## config.mk

```make
export PLATFORM = sky130hd
export DESIGN_NAME = id_ex_stage_flat
export DESIGN_NICKNAME = d
export VERILOG_FILES = /design/src/rtl/riscv_pkg.sv /design/src/rtl/id_ex_stage_if.sv /design/src/rtl/alu_ctrl_decode.sv /design/src/rtl/id_ex_stage.sv /design/src/flat_wrapper.sv
export SDC_FILE = /design/constraint.sdc
export NUM_CORES = 1
export LEC_CHECK = 0
export ABC_AREA = 0
export CAP_MARGIN = 5
export CORE_ASPECT_RATIO = 0.75
export CORE_MARGIN = 10
export CORE_UTILIZATION = 25
export CTS_CLUSTER_SIZE = 8
export DETAILED_ROUTE_END_ITERATION = 6
export PLACE_DENSITY_LB_ADDON = 0.05
export SYNTH_ARGS = -nofsm -noshare
export SYNTH_HDL_FRONTEND = slang
export SYNTH_SLANG_ARGS = --single-unit
```

## constraint.sdc

```tcl
create_clock -name clk_i -period 4.2 [get_ports clk_i]
set_input_delay 0.84 -clock clk_i [delete_from_list [all_inputs] [get_ports clk_i]]
set_output_delay 0.84 -clock clk_i [all_outputs]
set_load 0.1 [all_outputs]
```

## src/rtl/riscv_pkg.sv

```systemverilog
// rtl/riscv_pkg.sv - shared RV32 decode constants, ALU codes and control-bit types
// Purpose: opcode/funct3/funct7 encodings and 3-bit ALU control codes used by the
//          ID/EX stage and its decoder.
// Ports:   none (package).
package riscv_pkg;

  localparam logic [6:0] OP_R      = 7'b0110011;
  localparam logic [6:0] OP_I      = 7'b0010011;
  localparam logic [6:0] OP_LOAD   = 7'b0000011;
  localparam logic [6:0] OP_STORE  = 7'b0100011;
  localparam logic [6:0] OP_BRANCH = 7'b1100011;

  localparam logic [2:0] F3_ADD_SUB = 3'b000;
  localparam logic [2:0] F3_SLL     = 3'b001;
  localparam logic [2:0] F3_XOR     = 3'b100;
  localparam logic [2:0] F3_SRA     = 3'b101;
  localparam logic [2:0] F3_AND     = 3'b111;

  localparam logic [6:0] F7_BASE   = 7'b0000000;
  localparam logic [6:0] F7_ALT    = 7'b0100000;
  localparam logic [6:0] F7_MULDIV = 7'b0000001;

  localparam logic [2:0] ALU_NOP  = 3'b000;
  localparam logic [2:0] ALU_AND  = 3'b001;
  localparam logic [2:0] ALU_XOR  = 3'b010;
  localparam logic [2:0] ALU_SLL  = 3'b011;
  localparam logic [2:0] ALU_ADD  = 3'b100;
  localparam logic [2:0] ALU_SUB  = 3'b101;
  localparam logic [2:0] ALU_MUL  = 3'b110;
  localparam logic [2:0] ALU_SRAI = 3'b111;

  typedef enum logic [1:0] {
    OP2_RS2   = 2'd0,
    OP2_IMM   = 2'd1,
    OP2_SHAMT = 2'd2
  } op2_sel_e;

  typedef struct packed {
    logic regwrite;
    logic memread;
    logic memwrite;
    logic memtoreg;
    logic branch;
  } ctrl_t;

endpackage

```

## src/rtl/id_ex_stage_if.sv

```systemverilog
// rtl/id_ex_stage_if.sv - ID/EX stage bus: upstream handshake+operands, downstream results
// Purpose: groups every non-clock/reset signal of id_ex_stage.
// Ports:   none; modport slave = the stage, modport master = the ID/EX/hazard environment.
//          Upstream: in_valid_i/in_ready_o, opcode_i, funct3_i, funct7_i, rs1_data_i,
//          rs2_data_i, imm_i, rd_addr_i, flush_i.
//          Downstream: out_valid_o/out_ready_i, alu_ctrl_o, data1_o, data2_o, rs2_data_o,
//          rd_addr_o, regwrite_o, memread_o, memwrite_o, memtoreg_o, branch_o, illegal_o,
//          flush_cnt_o.
interface id_ex_stage_if #(
  parameter int XLEN  = 32,
  parameter int CNT_W = 16
);

  logic             in_valid_i;
  logic             in_ready_o;
  logic [6:0]       opcode_i;
  logic [2:0]       funct3_i;
  logic [6:0]       funct7_i;
  logic [XLEN-1:0]  rs1_data_i;
  logic [XLEN-1:0]  rs2_data_i;
  logic [XLEN-1:0]  imm_i;
  logic [4:0]       rd_addr_i;
  logic             flush_i;

  logic             out_valid_o;
  logic             out_ready_i;
  logic [2:0]       alu_ctrl_o;
  logic [XLEN-1:0]  data1_o;
  logic [XLEN-1:0]  data2_o;
  logic [XLEN-1:0]  rs2_data_o;
  logic [4:0]       rd_addr_o;
  logic             regwrite_o;
  logic             memread_o;
  logic             memwrite_o;
  logic             memtoreg_o;
  logic             branch_o;
  logic             illegal_o;
  logic [CNT_W-1:0] flush_cnt_o;

  modport slave (
    input  in_valid_i, opcode_i, funct3_i, funct7_i, rs1_data_i, rs2_data_i, imm_i,
           rd_addr_i, flush_i, out_ready_i,
    output in_ready_o, out_valid_o, alu_ctrl_o, data1_o, data2_o, rs2_data_o, rd_addr_o,
           regwrite_o, memread_o, memwrite_o, memtoreg_o, branch_o, illegal_o, flush_cnt_o
  );

  modport master (
    output in_valid_i, opcode_i, funct3_i, funct7_i, rs1_data_i, rs2_data_i, imm_i,
           rd_addr_i, flush_i, out_ready_i,
    input  in_ready_o, out_valid_o, alu_ctrl_o, data1_o, data2_o, rs2_data_o, rd_addr_o,
           regwrite_o, memread_o, memwrite_o, memtoreg_o, branch_o, illegal_o, flush_cnt_o
  );

endinterface

```

## src/rtl/alu_ctrl_decode.sv

```systemverilog
// rtl/alu_ctrl_decode.sv - combinational opcode/funct3/funct7 decode for the ID/EX stage
// Purpose: produces ALU control code, operand-2 select, control bits and illegal flag.
// Ports:   i_opcode[6:0], i_funct3[2:0], i_funct7[6:0] in;
//          o_alu_ctrl[2:0], o_op2_sel, o_ctrl, o_illegal out.
module alu_ctrl_decode
  import riscv_pkg::*;
(
  input  logic [6:0] i_opcode,
  input  logic [2:0] i_funct3,
  input  logic [6:0] i_funct7,
  output logic [2:0] o_alu_ctrl,
  output op2_sel_e   o_op2_sel,
  output ctrl_t      o_ctrl,
  output logic       o_illegal
);

  always_comb begin
    o_alu_ctrl = ALU_NOP;
    o_op2_sel  = OP2_RS2;
    o_ctrl     = '0;
    o_illegal  = 1'b0;

    case (i_opcode)
      OP_R: begin
        o_ctrl.regwrite = 1'b1;
        if (i_funct7 == F7_BASE) begin
          case (i_funct3)
            F3_AND:     o_alu_ctrl = ALU_AND;
            F3_XOR:     o_alu_ctrl = ALU_XOR;
            F3_SLL:     o_alu_ctrl = ALU_SLL;
            F3_ADD_SUB: o_alu_ctrl = ALU_ADD;
            default:    o_illegal  = 1'b1;
          endcase
        end else if (i_funct7 == F7_ALT && i_funct3 == F3_ADD_SUB) begin
          o_alu_ctrl = ALU_SUB;
        end else if (i_funct7 == F7_MULDIV && i_funct3 == F3_ADD_SUB) begin
          o_alu_ctrl = ALU_MUL;
        end else begin
          o_illegal = 1'b1;
        end
      end
      OP_I: begin
        o_ctrl.regwrite = 1'b1;
        // addi ignores funct7: those bits belong to the immediate
        if (i_funct3 == F3_ADD_SUB) begin
          o_alu_ctrl = ALU_ADD;
          o_op2_sel  = OP2_IMM;
        end else if (i_funct3 == F3_SRA && i_funct7 == F7_ALT) begin
          o_alu_ctrl = ALU_SRAI;
          o_op2_sel  = OP2_SHAMT;
        end else begin
          o_illegal = 1'b1;
        end
      end
      OP_LOAD: begin
        o_alu_ctrl      = ALU_ADD;
        o_op2_sel       = OP2_IMM;
        o_ctrl.regwrite = 1'b1;
        o_ctrl.memread  = 1'b1;
        o_ctrl.memtoreg = 1'b1;
      end
      OP_STORE: begin
        o_alu_ctrl      = ALU_ADD;
        o_op2_sel       = OP2_IMM;
        o_ctrl.memwrite = 1'b1;
      end
      OP_BRANCH: begin
        o_alu_ctrl    = ALU_SUB;
        o_ctrl.branch = 1'b1;
      end
      default: o_illegal = 1'b1;
    endcase

    // Illegal encodings still flow down the pipe, but as a harmless nop
    if (o_illegal) begin
      o_alu_ctrl = ALU_NOP;
      o_op2_sel  = OP2_RS2;
      o_ctrl     = '0;
    end
  end

endmodule

```

## src/rtl/id_ex_stage.sv

```systemverilog
// rtl/id_ex_stage.sv - ID/EX pipeline register with valid/ready, stall and flush
// Purpose: decodes the ALU control, selects operand 2 and registers operands and
//          control bits for EX; counts valid instructions killed by flush (saturating).
// Ports:   clk_i  in  clock, rising edge
//          rst_i  in  synchronous reset, active-high
//          bus    id_ex_stage_if.slave (upstream handshake/operands, downstream results)
module id_ex_stage
  import riscv_pkg::*;
#(
  parameter int XLEN  = 32,
  parameter int CNT_W = 16
) (
  input logic          clk_i,
  input logic          rst_i,
  id_ex_stage_if.slave bus
);

  logic [2:0]       w_alu_ctrl;
  op2_sel_e         w_op2_sel;
  ctrl_t            w_ctrl;
  logic             w_illegal;
  logic [XLEN-1:0]  w_op2;
  logic             w_in_ready;
  logic             w_accept;
  logic             w_consume;
  logic             w_cnt_max;

  logic             r_out_valid;
  logic [2:0]       r_alu_ctrl;
  logic [XLEN-1:0]  r_data1;
  logic [XLEN-1:0]  r_data2;
  logic [XLEN-1:0]  r_rs2_data;
  logic [4:0]       r_rd_addr;
  ctrl_t            r_ctrl;
  logic             r_illegal;
  logic [CNT_W-1:0] r_flush_cnt;

  alu_ctrl_decode u_decode (
    .i_opcode   (bus.opcode_i),
    .i_funct3   (bus.funct3_i),
    .i_funct7   (bus.funct7_i),
    .o_alu_ctrl (w_alu_ctrl),
    .o_op2_sel  (w_op2_sel),
    .o_ctrl     (w_ctrl),
    .o_illegal  (w_illegal)
  );

  always_comb begin
    w_op2 = bus.rs2_data_i;
    case (w_op2_sel)
      OP2_IMM:   w_op2 = bus.imm_i;
      OP2_SHAMT: w_op2 = {{(XLEN-5){1'b0}}, bus.imm_i[4:0]};
      default:   w_op2 = bus.rs2_data_i;
    endcase
  end

  assign w_in_ready = !bus.flush_i && (!r_out_valid || bus.out_ready_i);
  assign w_accept   = bus.in_valid_i && w_in_ready;
  assign w_consume  = r_out_valid && bus.out_ready_i;
  assign w_cnt_max  = &r_flush_cnt;

  always_ff @(posedge clk_i) begin
    if (rst_i) begin
      r_out_valid <= 1'b0;
      r_alu_ctrl  <= ALU_NOP;
      r_data1     <= '0;
      r_data2     <= '0;
      r_rs2_data  <= '0;
      r_rd_addr   <= '0;
      r_ctrl      <= '0;
      r_illegal   <= 1'b0;
      r_flush_cnt <= '0;
    end else if (bus.flush_i) begin
      // Bubble: operands are left as-is, only validity and side-effecting bits die
      r_out_valid <= 1'b0;
      r_alu_ctrl  <= ALU_NOP;
      r_ctrl      <= '0;
      if (r_out_valid && !w_cnt_max) begin
        r_flush_cnt <= r_flush_cnt + {{(CNT_W-1){1'b0}}, 1'b1};
      end
    end else if (w_accept) begin
      r_out_valid <= 1'b1;
      r_alu_ctrl  <= w_alu_ctrl;
      r_data1     <= bus.rs1_data_i;
      r_data2     <= w_op2;
      r_rs2_data  <= bus.rs2_data_i;
      r_rd_addr   <= bus.rd_addr_i;
      r_ctrl      <= w_ctrl;
      r_illegal   <= w_illegal;
    end else if (w_consume) begin
      // memtoreg is only a mux select, so it is left holding with the operands
      r_out_valid     <= 1'b0;
      r_alu_ctrl      <= ALU_NOP;
      r_ctrl.regwrite <= 1'b0;
      r_ctrl.memread  <= 1'b0;
      r_ctrl.memwrite <= 1'b0;
      r_ctrl.branch   <= 1'b0;
    end
  end

  assign bus.in_ready_o  = w_in_ready;
  assign bus.out_valid_o = r_out_valid;
  assign bus.alu_ctrl_o  = r_alu_ctrl;
  assign bus.data1_o     = r_data1;
  assign bus.data2_o     = r_data2;
  assign bus.rs2_data_o  = r_rs2_data;
  assign bus.rd_addr_o   = r_rd_addr;
  assign bus.regwrite_o  = r_ctrl.regwrite;
  assign bus.memread_o   = r_ctrl.memread;
  assign bus.memwrite_o  = r_ctrl.memwrite;
  assign bus.memtoreg_o  = r_ctrl.memtoreg;
  assign bus.branch_o    = r_ctrl.branch;
  assign bus.illegal_o   = r_illegal;
  assign bus.flush_cnt_o = r_flush_cnt;

endmodule

```

## src/flat_wrapper.sv

```systemverilog
// flat-port wrapper written by rule: the top's interface ports become plain ports
module id_ex_stage_flat import riscv_pkg::*;
#(
  parameter int XLEN  = 32,
  parameter int CNT_W = 16
)
  (clk_i, rst_i, bus_in_valid_i, bus_opcode_i, bus_funct3_i, bus_funct7_i, bus_rs1_data_i, bus_rs2_data_i, bus_imm_i, bus_rd_addr_i, bus_flush_i, bus_out_ready_i, bus_in_ready_o, bus_out_valid_o, bus_alu_ctrl_o, bus_data1_o, bus_data2_o, bus_rs2_data_o, bus_rd_addr_o, bus_regwrite_o, bus_memread_o, bus_memwrite_o, bus_memtoreg_o, bus_branch_o, bus_illegal_o, bus_flush_cnt_o);
  id_ex_stage_if #(.XLEN(XLEN), .CNT_W(CNT_W)) bus_i ();
  input logic clk_i;
  input logic rst_i;
  input wire logic [$bits(bus_i.in_valid_i)-1:0] bus_in_valid_i;
  input wire logic [$bits(bus_i.opcode_i)-1:0] bus_opcode_i;
  input wire logic [$bits(bus_i.funct3_i)-1:0] bus_funct3_i;
  input wire logic [$bits(bus_i.funct7_i)-1:0] bus_funct7_i;
  input wire logic [$bits(bus_i.rs1_data_i)-1:0] bus_rs1_data_i;
  input wire logic [$bits(bus_i.rs2_data_i)-1:0] bus_rs2_data_i;
  input wire logic [$bits(bus_i.imm_i)-1:0] bus_imm_i;
  input wire logic [$bits(bus_i.rd_addr_i)-1:0] bus_rd_addr_i;
  input wire logic [$bits(bus_i.flush_i)-1:0] bus_flush_i;
  input wire logic [$bits(bus_i.out_ready_i)-1:0] bus_out_ready_i;
  output wire logic [$bits(bus_i.in_ready_o)-1:0] bus_in_ready_o;
  output wire logic [$bits(bus_i.out_valid_o)-1:0] bus_out_valid_o;
  output wire logic [$bits(bus_i.alu_ctrl_o)-1:0] bus_alu_ctrl_o;
  output wire logic [$bits(bus_i.data1_o)-1:0] bus_data1_o;
  output wire logic [$bits(bus_i.data2_o)-1:0] bus_data2_o;
  output wire logic [$bits(bus_i.rs2_data_o)-1:0] bus_rs2_data_o;
  output wire logic [$bits(bus_i.rd_addr_o)-1:0] bus_rd_addr_o;
  output wire logic [$bits(bus_i.regwrite_o)-1:0] bus_regwrite_o;
  output wire logic [$bits(bus_i.memread_o)-1:0] bus_memread_o;
  output wire logic [$bits(bus_i.memwrite_o)-1:0] bus_memwrite_o;
  output wire logic [$bits(bus_i.memtoreg_o)-1:0] bus_memtoreg_o;
  output wire logic [$bits(bus_i.branch_o)-1:0] bus_branch_o;
  output wire logic [$bits(bus_i.illegal_o)-1:0] bus_illegal_o;
  output wire logic [$bits(bus_i.flush_cnt_o)-1:0] bus_flush_cnt_o;
  assign bus_i.in_valid_i = bus_in_valid_i;
  assign bus_i.opcode_i = bus_opcode_i;
  assign bus_i.funct3_i = bus_funct3_i;
  assign bus_i.funct7_i = bus_funct7_i;
  assign bus_i.rs1_data_i = bus_rs1_data_i;
  assign bus_i.rs2_data_i = bus_rs2_data_i;
  assign bus_i.imm_i = bus_imm_i;
  assign bus_i.rd_addr_i = bus_rd_addr_i;
  assign bus_i.flush_i = bus_flush_i;
  assign bus_i.out_ready_i = bus_out_ready_i;
  assign bus_in_ready_o = bus_i.in_ready_o;
  assign bus_out_valid_o = bus_i.out_valid_o;
  assign bus_alu_ctrl_o = bus_i.alu_ctrl_o;
  assign bus_data1_o = bus_i.data1_o;
  assign bus_data2_o = bus_i.data2_o;
  assign bus_rs2_data_o = bus_i.rs2_data_o;
  assign bus_rd_addr_o = bus_i.rd_addr_o;
  assign bus_regwrite_o = bus_i.regwrite_o;
  assign bus_memread_o = bus_i.memread_o;
  assign bus_memwrite_o = bus_i.memwrite_o;
  assign bus_memtoreg_o = bus_i.memtoreg_o;
  assign bus_branch_o = bus_i.branch_o;
  assign bus_illegal_o = bus_i.illegal_o;
  assign bus_flush_cnt_o = bus_i.flush_cnt_o;
  id_ex_stage #(.XLEN(XLEN), .CNT_W(CNT_W)) u_core (.clk_i(clk_i), .rst_i(rst_i), .bus(bus_i));
endmodule
```

==> summary.md, run 1 <==
| Metric | Value |
|---|---|
| Seq pwr share | 35.7% |
| Final hold vios | 0 |
| Max Cap Violations | 0 |
| Netlist cell types | 54 |
| Power Density | 420 nW/µm² |
| Tot GR Track Use | between 10 and 15% |
| CP endpoint kind | flop |
| Actual slew at the worst max-slew pin | 1.07 ns |
| Vias in the first global route | 5498 |
| Crit Path Max Fanout | 47 |
| Endpoints failing setup | 0 |
| Pre-antenna DRT Iters | 4 |
| CP required | 4.48 ns |
| Largest net degree at the start of global routing | 111 |
| Outcome | finished clean |
| Peak Freq | 324 MHz |
| Max stage delay on crit path | 0.54 ns |
| Crit start category | input port |
| Setup bufs post-CTS | 0 |
| H-Tree Depth | 4 |
| Mapped Nets | 784 |
| Mapped Area | 5280 µm² |
| Worst hold path type | reg -> reg |
| Clk buf depth | 2 |
| Slowest cell on the critical path | clkdlybuf4s50_1 |
| Global placer's final weighted congestion | 0.784 |
| Tcrit/Tclk final | 73.5% |
| Post-DRT Antenna Nets | 0 |
| RSZ-0062 raised after global routing | no |
| CP cell instances | clkdlybuf4s50_1, nor4_2, and2_1, nand4_1, ha_1, buf_4, nor2_1, a211oi_1, nor3_1 |
| Core ar. | 20500 µm² |
| Worst slew margin | 28.5% |
| Global route total overflow | 0 |
| Critical path class | in -> reg |
| Dominant synthesized flop cell | dfxtp_1 |
| Worst Skew | ~0.014 ns |
| I/O pin total | around 250 |
| Via count | 5421 |
| Final Max Slew Viols | 0 |
| Rows | 45 |
| Comb pwr share | 22.0% |
| Worst EP arrival | 3.37 ns |
| First-pass GRT wire length | 32.3 mm |
| Clock share of power | 42.4% |
| Vias per cell | 4.59 |
| Pint | 2.44 mW |
| Die W | approximately 190 µm |
| Overall die area | 27400 µm² |
| Num CTS Buffers | 17 |
| Routed wire length | around 21 mm |
| Buffers added on ports | 250 |
| Synthesized instance count | 658 |
| VDD IR max | 0.259 mV |
| Post-synth top area share | 48.2% |
| Total net switching power | 1.17 mW |
| Post-synth EDFFs | 0 |
| Sequential-to-total area share from yosys stat | 48.2% |
| Non-Filler Instances | 1182 |
| Ys Warns | 0 |
| Fin util | 42.0% |
| CTS tree | done |
| DR DRC count | 0 |
| Starting density of the core | 25.7% |
| Dpl hpwl | 15.4 mm |
| Resize count post-CTS | 0 |
| Syn_area_per_cell | 8.02 µm² |
| Clock Sinks | roughly 130 |
| Final nets | 1011 |
| Post-synthesis register bit count | about 130 |
| Leakage power | around 3.0 nW |
| Routed len/inst | 17.6 µm |
| Largest area contributor in the netlist | dfxtp_1 |
| Sw frac | 32.3% |
| DRT iter0 DRCs | 246 |
| Setup_tns | 0 ns |
| Hold-fix buffers at CTS | 0 |
| Clock root buffer | clkbuf_16 |
| Share of layout cells above drive strength 1 | approximately 6.7% |
| Minimum clock period | 3.09 ns |
| FFs w/ async S/R, synth | 0% |
| Die Y-Extent | around 150 µm |
| Placed Cells | 1148 |
| # fillers | a little over 2000 |
| Area contributors post-synth | dfxtp_1, nand2_1, a21oi_1, nor2_1, nor3_1 |
| Clock Latency Late Sink | 0.41 ns |
| Area delta synth->final | 63.1% |
| Antenna violations before repair | 5 |
| Reg clk slew, reported paths | 0.06 ns |
==> layer usage <==
layer / track usage [%] / part of all wire (%) / vias to the layer above
li1: - / - / 2719
met1: 15.8 / 41 / 2492
met2: 24.1 / 47 / 178
met3: 8.51 / 11 / 26
met4: 3.83 / 1.3 / 6
met5: 0 / 0.14 / -
==> worst max-delay path: cells and delay by family <==
family                   cells  cell delay (ns)
adder cells (fa/ha/maj)      1             0.40
buffers and inverters        2             0.98
AND/OR/NAND/NOR              5             0.92
AO/OA/AOI/OAI                1             0.22
==> path summary, 6_finish.rpt <==
| path | from | end | slack (ns) | depth (start not counted) |
|---|---|---|---|---|
| worst min register to register | u_core.bus.alu_ctrl_o[0]$_SDFFE_PP0P_ | u_core.bus.alu_ctrl_o[0]$_SDFFE_PP0P_ | 0.44 | 2 |
| worst min-delay path | u_core.bus.alu_ctrl_o[0]$_SDFFE_PP0P_ | u_core.bus.alu_ctrl_o[0]$_SDFFE_PP0P_ | 0.44 | 2 |
| worst max register to register | u_core.bus.out_valid_o$_SDFFE_PP0P_ | u_core.bus.data2_o[25]$_SDFFE_PP0P_ | 1.94 | 5 |
| worst max-delay path | bus_funct7_i[0] | u_core.bus.data2_o[8]$_SDFFE_PP0P_ | 1.11 | 9 |
==> cell families (layout without fill, tap and decap cells) <==
group / count (synthesis) / after routing / synth area share (%)
flops: 127 / 127 / 48.2
compound gates: 145 / 145 / 17.2
other cells: 0 / 2 / 0
mux: 2 / 2 / 0.380
buf+inv: 56 / 296 / 4.51
xor+xnor: 10 / 10 / 1.66
fa+ha+maj: 3 / 3 / 0.712
simple gates: 315 / 315 / 27.3
==> cell usage after synthesis (6+ instances only) <==
cell / n
nand2_1: 171
o211ai_1: 6
o21ai_0: 15
inv_1: 7
a21oi_1: 79
xor2_1: 6
nor3_1: 33
nand3_1: 7
a221oi_1: 18
dfxtp_1: 127
clkbuf_1: 31
buf_2: 15
nand4_1: 8
a211oi_1: 12
nor2_1: 64
==> area by class of cell <==
cell class                 count  area, µm²  share of cell area [%]
clock buffer                  18        429                    4.99
inverter                       7       26.3                   0.305
tap                          282        353                    4.10
multi-input combinational    475       2500                    29.1
timing repair buffer         257       2560                    29.8
sequential                   127       2540                    29.6
antenna                        2       5.00                  0.0582
clock inverter                14        180                    2.09
==> flip-flops by register name (all words and copies together) (netlist names) <==
name	count
u_core.bus.data1_o	32
u_core.bus.data2_o	32
u_core.bus.rs2_data_o	32
u_core.bus.flush_cnt_o	16
u_core.bus.rd_addr_o	5
u_core.bus.alu_ctrl_o	3
u_core.bus.branch_o	1
u_core.bus.illegal_o	1
u_core.bus.memread_o	1
u_core.bus.memtoreg_o	1
u_core.bus.memwrite_o	1
u_core.bus.out_valid_o	1
u_core.bus.regwrite_o	1
==> stage by stage <==
step                      hold slack, ns  area (µm²)  power [mW]  setup slack (ns)
after floorplan                    0.865        5280        1.83              1.16
after global placement             0.433        7990        2.11             0.757
after detailed placement           0.440        7990        2.11             0.699
after CTS                          0.449        8600        3.68              1.14
after global routing               0.467        8600        3.75             0.881
final                              0.442        8600        3.61              1.11
==> power groups by stage <==
| stage | clock network (mW) | registers, mW | logic (mW) |
|---|---|---|---|
| 5_1_grt | 1.63 | 1.29 | 0.830 |
| 4_1_cts | 1.59 | 1.29 | 0.802 |
| 2_1_floorplan | 0 | 1.69 | 0.140 |
| 6_report | 1.53 | 1.29 | 0.792 |
| 3_5_place_dp | 0 | 1.31 | 0.800 |
| 3_3_place_gp | 0 | 1.31 | 0.797 |
==> cell usage in the layout (no fill, tap or decap), drive strengths merged, types with 9 or more instances in the layout <==
cell,synthesis,routed
clkdlybuf4s50,0,248
nand2,171,171
dfxtp,127,127
a21oi,79,79
nor2,64,64
nor3,33,33
a221oi,18,18
clkbuf,32,18
o21ai,16,16
inv,7,13
a211oi,12,12
nand4,10,10
buf,17,9
Note: power is estimated with default switching activity, not from simulation.
==> inputs of run 2 (changes only) <==
clock period = 2.56 ns   (was 4.2 ns; I/O delays follow)
==> run 2 against run 1 <==
Against the previous run: via count grew 2.5%; register-to-register slack worse by 1.3 ns; sequential share of layout area is 0.33 points lower; largest power group unchanged.
==> summary.md, run 2 (synthesis results as in run 1) <==
| Metric | Value |
|---|---|
| Starting density of the core | 25.7% |
| Post-DRT Antenna Nets | 0 |
| Reg clk slew, reported paths | around 0.05 ns |
| Leakage power | 3.47 nW |
| Final nets | 1045 |
| Minimum clock period | 2.41 ns |
| Worst EP arrival | 2.67 ns |
| Global route total overflow | 0 |
| Endpoints failing setup | 0 |
| Final Max Slew Viols | 0 |
| Most frequent cells in the layout | nand2_1, buf_4, dfxtp_1 |
| Clock root buffer | clkbuf_16 |
| Num CTS Buffers | 17 |
| Vias in the first global route | 5817 |
| Critical path class | in -> reg |
| Peak Freq | 416 MHz |
| Via count | 5559 |
| Largest net degree at the start of global routing | 50 |
| Crit path setup slack, layout | approximately 0.15 ns |
| # fillers | 2057 |
| Routed wire length | 21.1 mm |
| Non-Filler Instances | 1214 |
| Vias per cell | approximately 4.6 |
| First-pass GRT wire length | 33.0 mm |
| Pre-antenna DRT Iters | 6 |
| Tot GR Track Use | roughly 15% |
| CP required | about 2.8 ns |
| Antenna violations before repair | 3 |
| Setup_tns | 0 ns |
| Outcome | finished clean |
| Max Cap Violations | 0 |
| Buffers added on ports | 250 |
| Clk buf depth | 2 |
| Critical Path Source | bus_funct7_i[6] |
| Clock Latency Late Sink | 0.41 ns |
| Fin util | 42.5% |
| Worst slew margin | between 60% and 70% |
| Leading cell type in the layout, fill and taps excluded | nand2_1 |
| I/O pin total | 251 |
| Core ar. | 20500 µm² |
| Power Density | around 710 nW/µm² |
| CP endpoint kind | flop |
| Pre-CTS setup slack | -0.356 ns |
| Actual slew at the worst max-slew pin | 0.556 ns |
| Final hold vios | 0 |
| Crit Path Max Fanout | 5 |
| CTS tree | done |
| Global placer's final weighted congestion | 0.838 |
| Crit start category | input port |
| Area delta synth->final | 64.9% |
| Die W | 188 µm |
| DRT iter0 DRCs | slightly above 300 |
| Worst Skew | between 0.008 and 0.009 ns |
| Clock Sinks | 127 |
| HP Start | u_core.bus.alu_ctrl_o[0]$_SDFFE_PP0P_ |
| H-Tree Depth | 4 |
| Placed Cells | 1179 |
| Hold_ws | about 0.44 ns |
| Share of layout cells above drive strength 1 | 24.1% |
| Overall die area | 27400 µm² |
| Dpl hpwl | ~16 mm |
| RR Startpoint | u_core.bus.flush_cnt_o[0]$_SDFFE_PP0P_ |
| Tcrit/Tclk final | 94.0% |
| Worst hold path type | reg -> reg |
| Routed len/inst | 17.4 µm |
| Die Y-Extent | 146 µm |
| VDD IR max | 0.374 mV |
| Rows | 45 |
| DR DRC count | 0 |
run 2: cell count changes in the layout (fill, tap and decap cells not counted), moves of 2 or more:
cell	delta
buf_12	+7
buf_4	+152
buf_6	+2
bufinv_16	+2
clkbuf_8	+2
clkdlybuf4s50_1	-127
inv_6	-2
run 2: cell type report:
| type | count | area, µm² | area share (%) |
|---|---|---|---|
| Timing Repair Buffer | 291 | 2590 | 29.8 |
| Clock buffer | 19 | 453 | 5.21 |
| Inverter | 7 | 26.3 | 0.302 |
| Multi-Input combinational cell | 475 | 2520 | 29.0 |
| Sequential cell | 127 | 2540 | 29.2 |
| Clock inverter | 12 | 206 | 2.37 |
| Tap cell | 282 | 353 | 4.06 |
| Antenna cell | 1 | 2.50 | 0.0288 |
run 2: metrics by stage:
stage                     power, mW  cell area (µm²)
after global routing           6.39             8700
after floorplan                3.01             5280
final                          6.15             8700
after global placement         3.48             7990
after detailed placement       3.49             7990
after CTS                      6.24             8650
run 2: power by group:
| group | leakage [nW] | switching, mW | internal (mW) | total, mW |
|---|---|---|---|---|
| Sequential | 1.04 | 0.0489 | 2.07 | 2.11 |
| Combinational | 2.12 | 0.922 | 0.396 | 1.32 |
| Clock | 0.320 | 0.935 | 1.79 | 2.72 |
run 2: critical path: stages:
cell             delay, ns
clkdlybuf4s50_1       0.44
nor4_2                0.30
and2_1                0.19
nand4_1               0.20
ha_4                  0.25
buf_4                 0.13
or2_2                 0.32
nand2_1               0.09
o211ai_1              0.08
o21ai_0               0.10
nor2_1                0.06
run 2: path summary, 6_finish.rpt:
kind | slack [ns] | cells past startpoint | end
hold reg to reg | 0.44 | 2 | u_core.bus.alu_ctrl_o[0]$_SDFFE_PP0P_
setup / recovery | 0.15 | 11 | u_core.bus.data2_o[2]$_SDFFE_PP0P_
hold / removal | 0.44 | 2 | u_core.bus.alu_ctrl_o[0]$_SDFFE_PP0P_
setup reg to reg | 0.68 | 5 | u_core.bus.flush_cnt_o[12]$_SDFFE_PP0P_
run 2: layer usage:
layer	vias up	routed length [µm]	global-route usage [%]
met5	-	17	0
met1	2605	8890	17.1
met3	21	1920	7.25
li1	2776	-	-
met2	153	10100	24.6
met4	4	259	4.19
run 2: repair_timing:
item | in CTS | in global routing
setup buffers | 0 | 3
setup endpoints to repair | 0 | 31
hold buffers | 0 | 0
gates resized for setup | 0 | 5
==> inputs of run 3 (changes only) <==
CORE_UTILIZATION = 37   (was 25)
==> run 3 against run 2 <==
Against the previous run: core utilization rose by 18 points; combinational power barely moved; sequential share of layout area rose by 1.2 points; non-clock buffer count fell by 12; total power fell by 8.1%; die area fell by 29%; global-route usage rose by 4.1 points; critical endpoint is now u_core.bus.data2_o[12]$_SDFFE_PP0P_; highest routed layer is now met4.
==> summary.md, run 3 (synthesis results as in run 1) <==
| Metric | Value |
|---|---|
| Clk buf depth | 2 |
| Leakage power | 3.35 nW |
| Crit path setup slack, layout | 0.0954 ns |
| Die W | 158 µm |
| Starting density of the core | a little under two fifths |
| Worst Skew | about 0.007 ns |
| Clock Sinks | 127 |
| Largest net degree at the start of global routing | 120 |
| Crit Path Max Fanout | 17 |
| Final nets | between 1000 and 1500 |
| DR DRC count | 0 |
| CP endpoint kind | flop |
| Slowest cell on the critical path | clkdlybuf4s50_1 |
| Global placer's final weighted congestion | 0.872 |
| Pre-CTS setup slack | -0.385 ns |
| Overall die area | 19500 µm² |
| Worst hold path type | reg -> reg |
| Max stage delay on crit path | around 0.49 ns |
| Die Y-Extent | 123 µm |
| Tcrit/Tclk final | 96.3% |
| Sw frac | 31.8% |
| Largest delay share family, worst path | simple AND/OR/NAND/NOR gates |
| CTS tree | done |
| VDD IR max | 0.438 mV |
| Placed Cells | 1061 |
| First-pass GRT wire length | between 20 and 30 mm |
| I/O pin total | about 250 |
| Crit start category | input port |
| Max Cap Violations | 0 |
| Non-Filler Instances | ~1100 |
| Outcome | finished clean |
| Global route total overflow | 0 |
| Num CTS Buffers | 17 |
| Cell area after layout | ~8400 µm² |
| Tot GR Track Use | 19.2% |
| Buffers added on ports | 250 |
| Final hold vios | 0 |
| H-Tree Depth | 4 |
| Buffers and inverters on the worst path | 2 |
| Minimum clock period | between 2 and 2.5 ns |
| Final Max Slew Viols | 0 |
| # fillers | about 1200 |
| Share of layout cells above drive strength 1 | 22.5% |
| Routed wire length | roughly 19 mm |
| ANT cells | 0 |
| Vias in the first global route | 5509 |
| Pre-antenna DRT Iters | 5 |
| Pint | 3.86 mW |
| Routed len/inst | 17.6 µm |
| Endpoints failing setup | 0 |
| Hold_ws | 0.433 ns |
| Actual slew at the worst max-slew pin | 0.591 ns |
| Power Density | 677 nW/µm² |
| Clock share of power | 39.6% |
| Worst slew margin | 60.6% |
| CP cell instances | clkdlybuf4s50_1, nor4_4, and2_1, nand4_1, ha_4, nor2b_2, buf_12, a221oi_1, nor3_1 |
| Peak Freq | ~400 MHz |
| CP required | 2.84 ns |
| Via count | 5559 |
| Critical path class | in -> reg |
| Antenna violations before repair | 0 |
| Dpl hpwl | 14.4 mm |
| Most frequent cells in the layout | nand2_1, buf_4, dfxtp_1 |
| Fin util | 60.3% |
| Clock root buffer | clkbuf_16 |
| Clock Latency Late Sink | 0.41 ns |
| Vias per cell | between 5 and 6 |
| Seq pwr share | 37.4% |
| Multi-input logic area | 2530 µm² |
| Total net switching power | 1.80 mW |
| Rows | 37 |
| DRT iter0 DRCs | 332 |
| Reg clk slew, reported paths | 0.05 ns |
| Core ar. | 13800 µm² |
| Comb pwr share | 23.0% |
| Worst EP arrival | around 2.7 ns |
| Reg area | 2540 µm² |
| Leading cell type in the layout, fill and taps excluded | nand2_1 |
| Post-DRT Antenna Nets | 0 |
| Area delta synth->final | 58.3% |
| Placed inst area | a little under 8000 µm² |
==> run 3: cell types whose count changed in the layout (fill, tap and decap cells not counted), moves of 2 or more <==
cell       before  now
clkbuf_1        0    7
inv_6           3    0
buf_6           2    0
buf_4         160  151
bufinv_16       5    1
clkinv_4        2    0
==> run 3: layout make-up <==
class                      instances  area share (%)
timing repair buffer             279            29.7
clock inverter                     5           0.659
multi-input combinational        475            30.3
tap                              175            2.62
clock buffer                      27            5.90
inverter                           7           0.315
sequential                       127            30.4
==> run 3: what timing repair did <==
item,4_1_cts,5_1_grt
setup buffers,0,2
endpoints found under the setup margin,0,30
gates resized for setup,0,4
hold buffers,0,0
==> run 3: tightest hold or removal path, stage by stage (launching register included) <==
cell and delay, ns:
dfxtp_1 0.30, nand2_1 0.05, nand2_1 0.04
==> run 3: routing by layer <==
metal / part of all wire [%] / track usage, % / up-vias
met4: 1.5 / 6.35 / 0
met1: 39 / 20.9 / 2584
met3: 12 / 10.2 / 22
met2: 48 / 31.6 / 198
li1: - / - / 2755
met5: 0 / 0 / -
==> run 3: path summary, 6_finish.rpt <==
kind / startpoint / to / slack, ns / depth (start not counted)
setup reg to reg: u_core.bus.flush_cnt_o[0]$_SDFFE_PP0P_ / u_core.bus.flush_cnt_o[12]$_SDFFE_PP0P_ / 0.71 / 5
hold reg to reg: u_core.bus.alu_ctrl_o[0]$_SDFFE_PP0P_ / u_core.bus.alu_ctrl_o[0]$_SDFFE_PP0P_ / 0.43 / 2
hold / removal: u_core.bus.alu_ctrl_o[0]$_SDFFE_PP0P_ / u_core.bus.alu_ctrl_o[0]$_SDFFE_PP0P_ / 0.43 / 2
setup / recovery: bus_funct3_i[1] / u_core.bus.data2_o[12]$_SDFFE_PP0P_ / 0.1 / 9
==> run 3: stage by stage <==
stage               total power, mW  setup TNS [ns]
floorplan                      3.01               0
global placement               3.44           -7.83
detailed placement             3.46          -10.15
CTS                            5.70               0
global route                   5.86         -0.0932
finish                         5.66               0
==> run 3: power by group through the flow <==
stage / sequential (mW) / combinational [mW] / clock (mW)
final: 2.12 / 1.30 / 2.24
after global routing: 2.13 / 1.36 / 2.37
after CTS: 2.12 / 1.30 / 2.28
after detailed placement: 2.16 / 1.30 / 0
after global placement: 2.15 / 1.29 / 0
after floorplan: 2.77 / 0.230 / 0
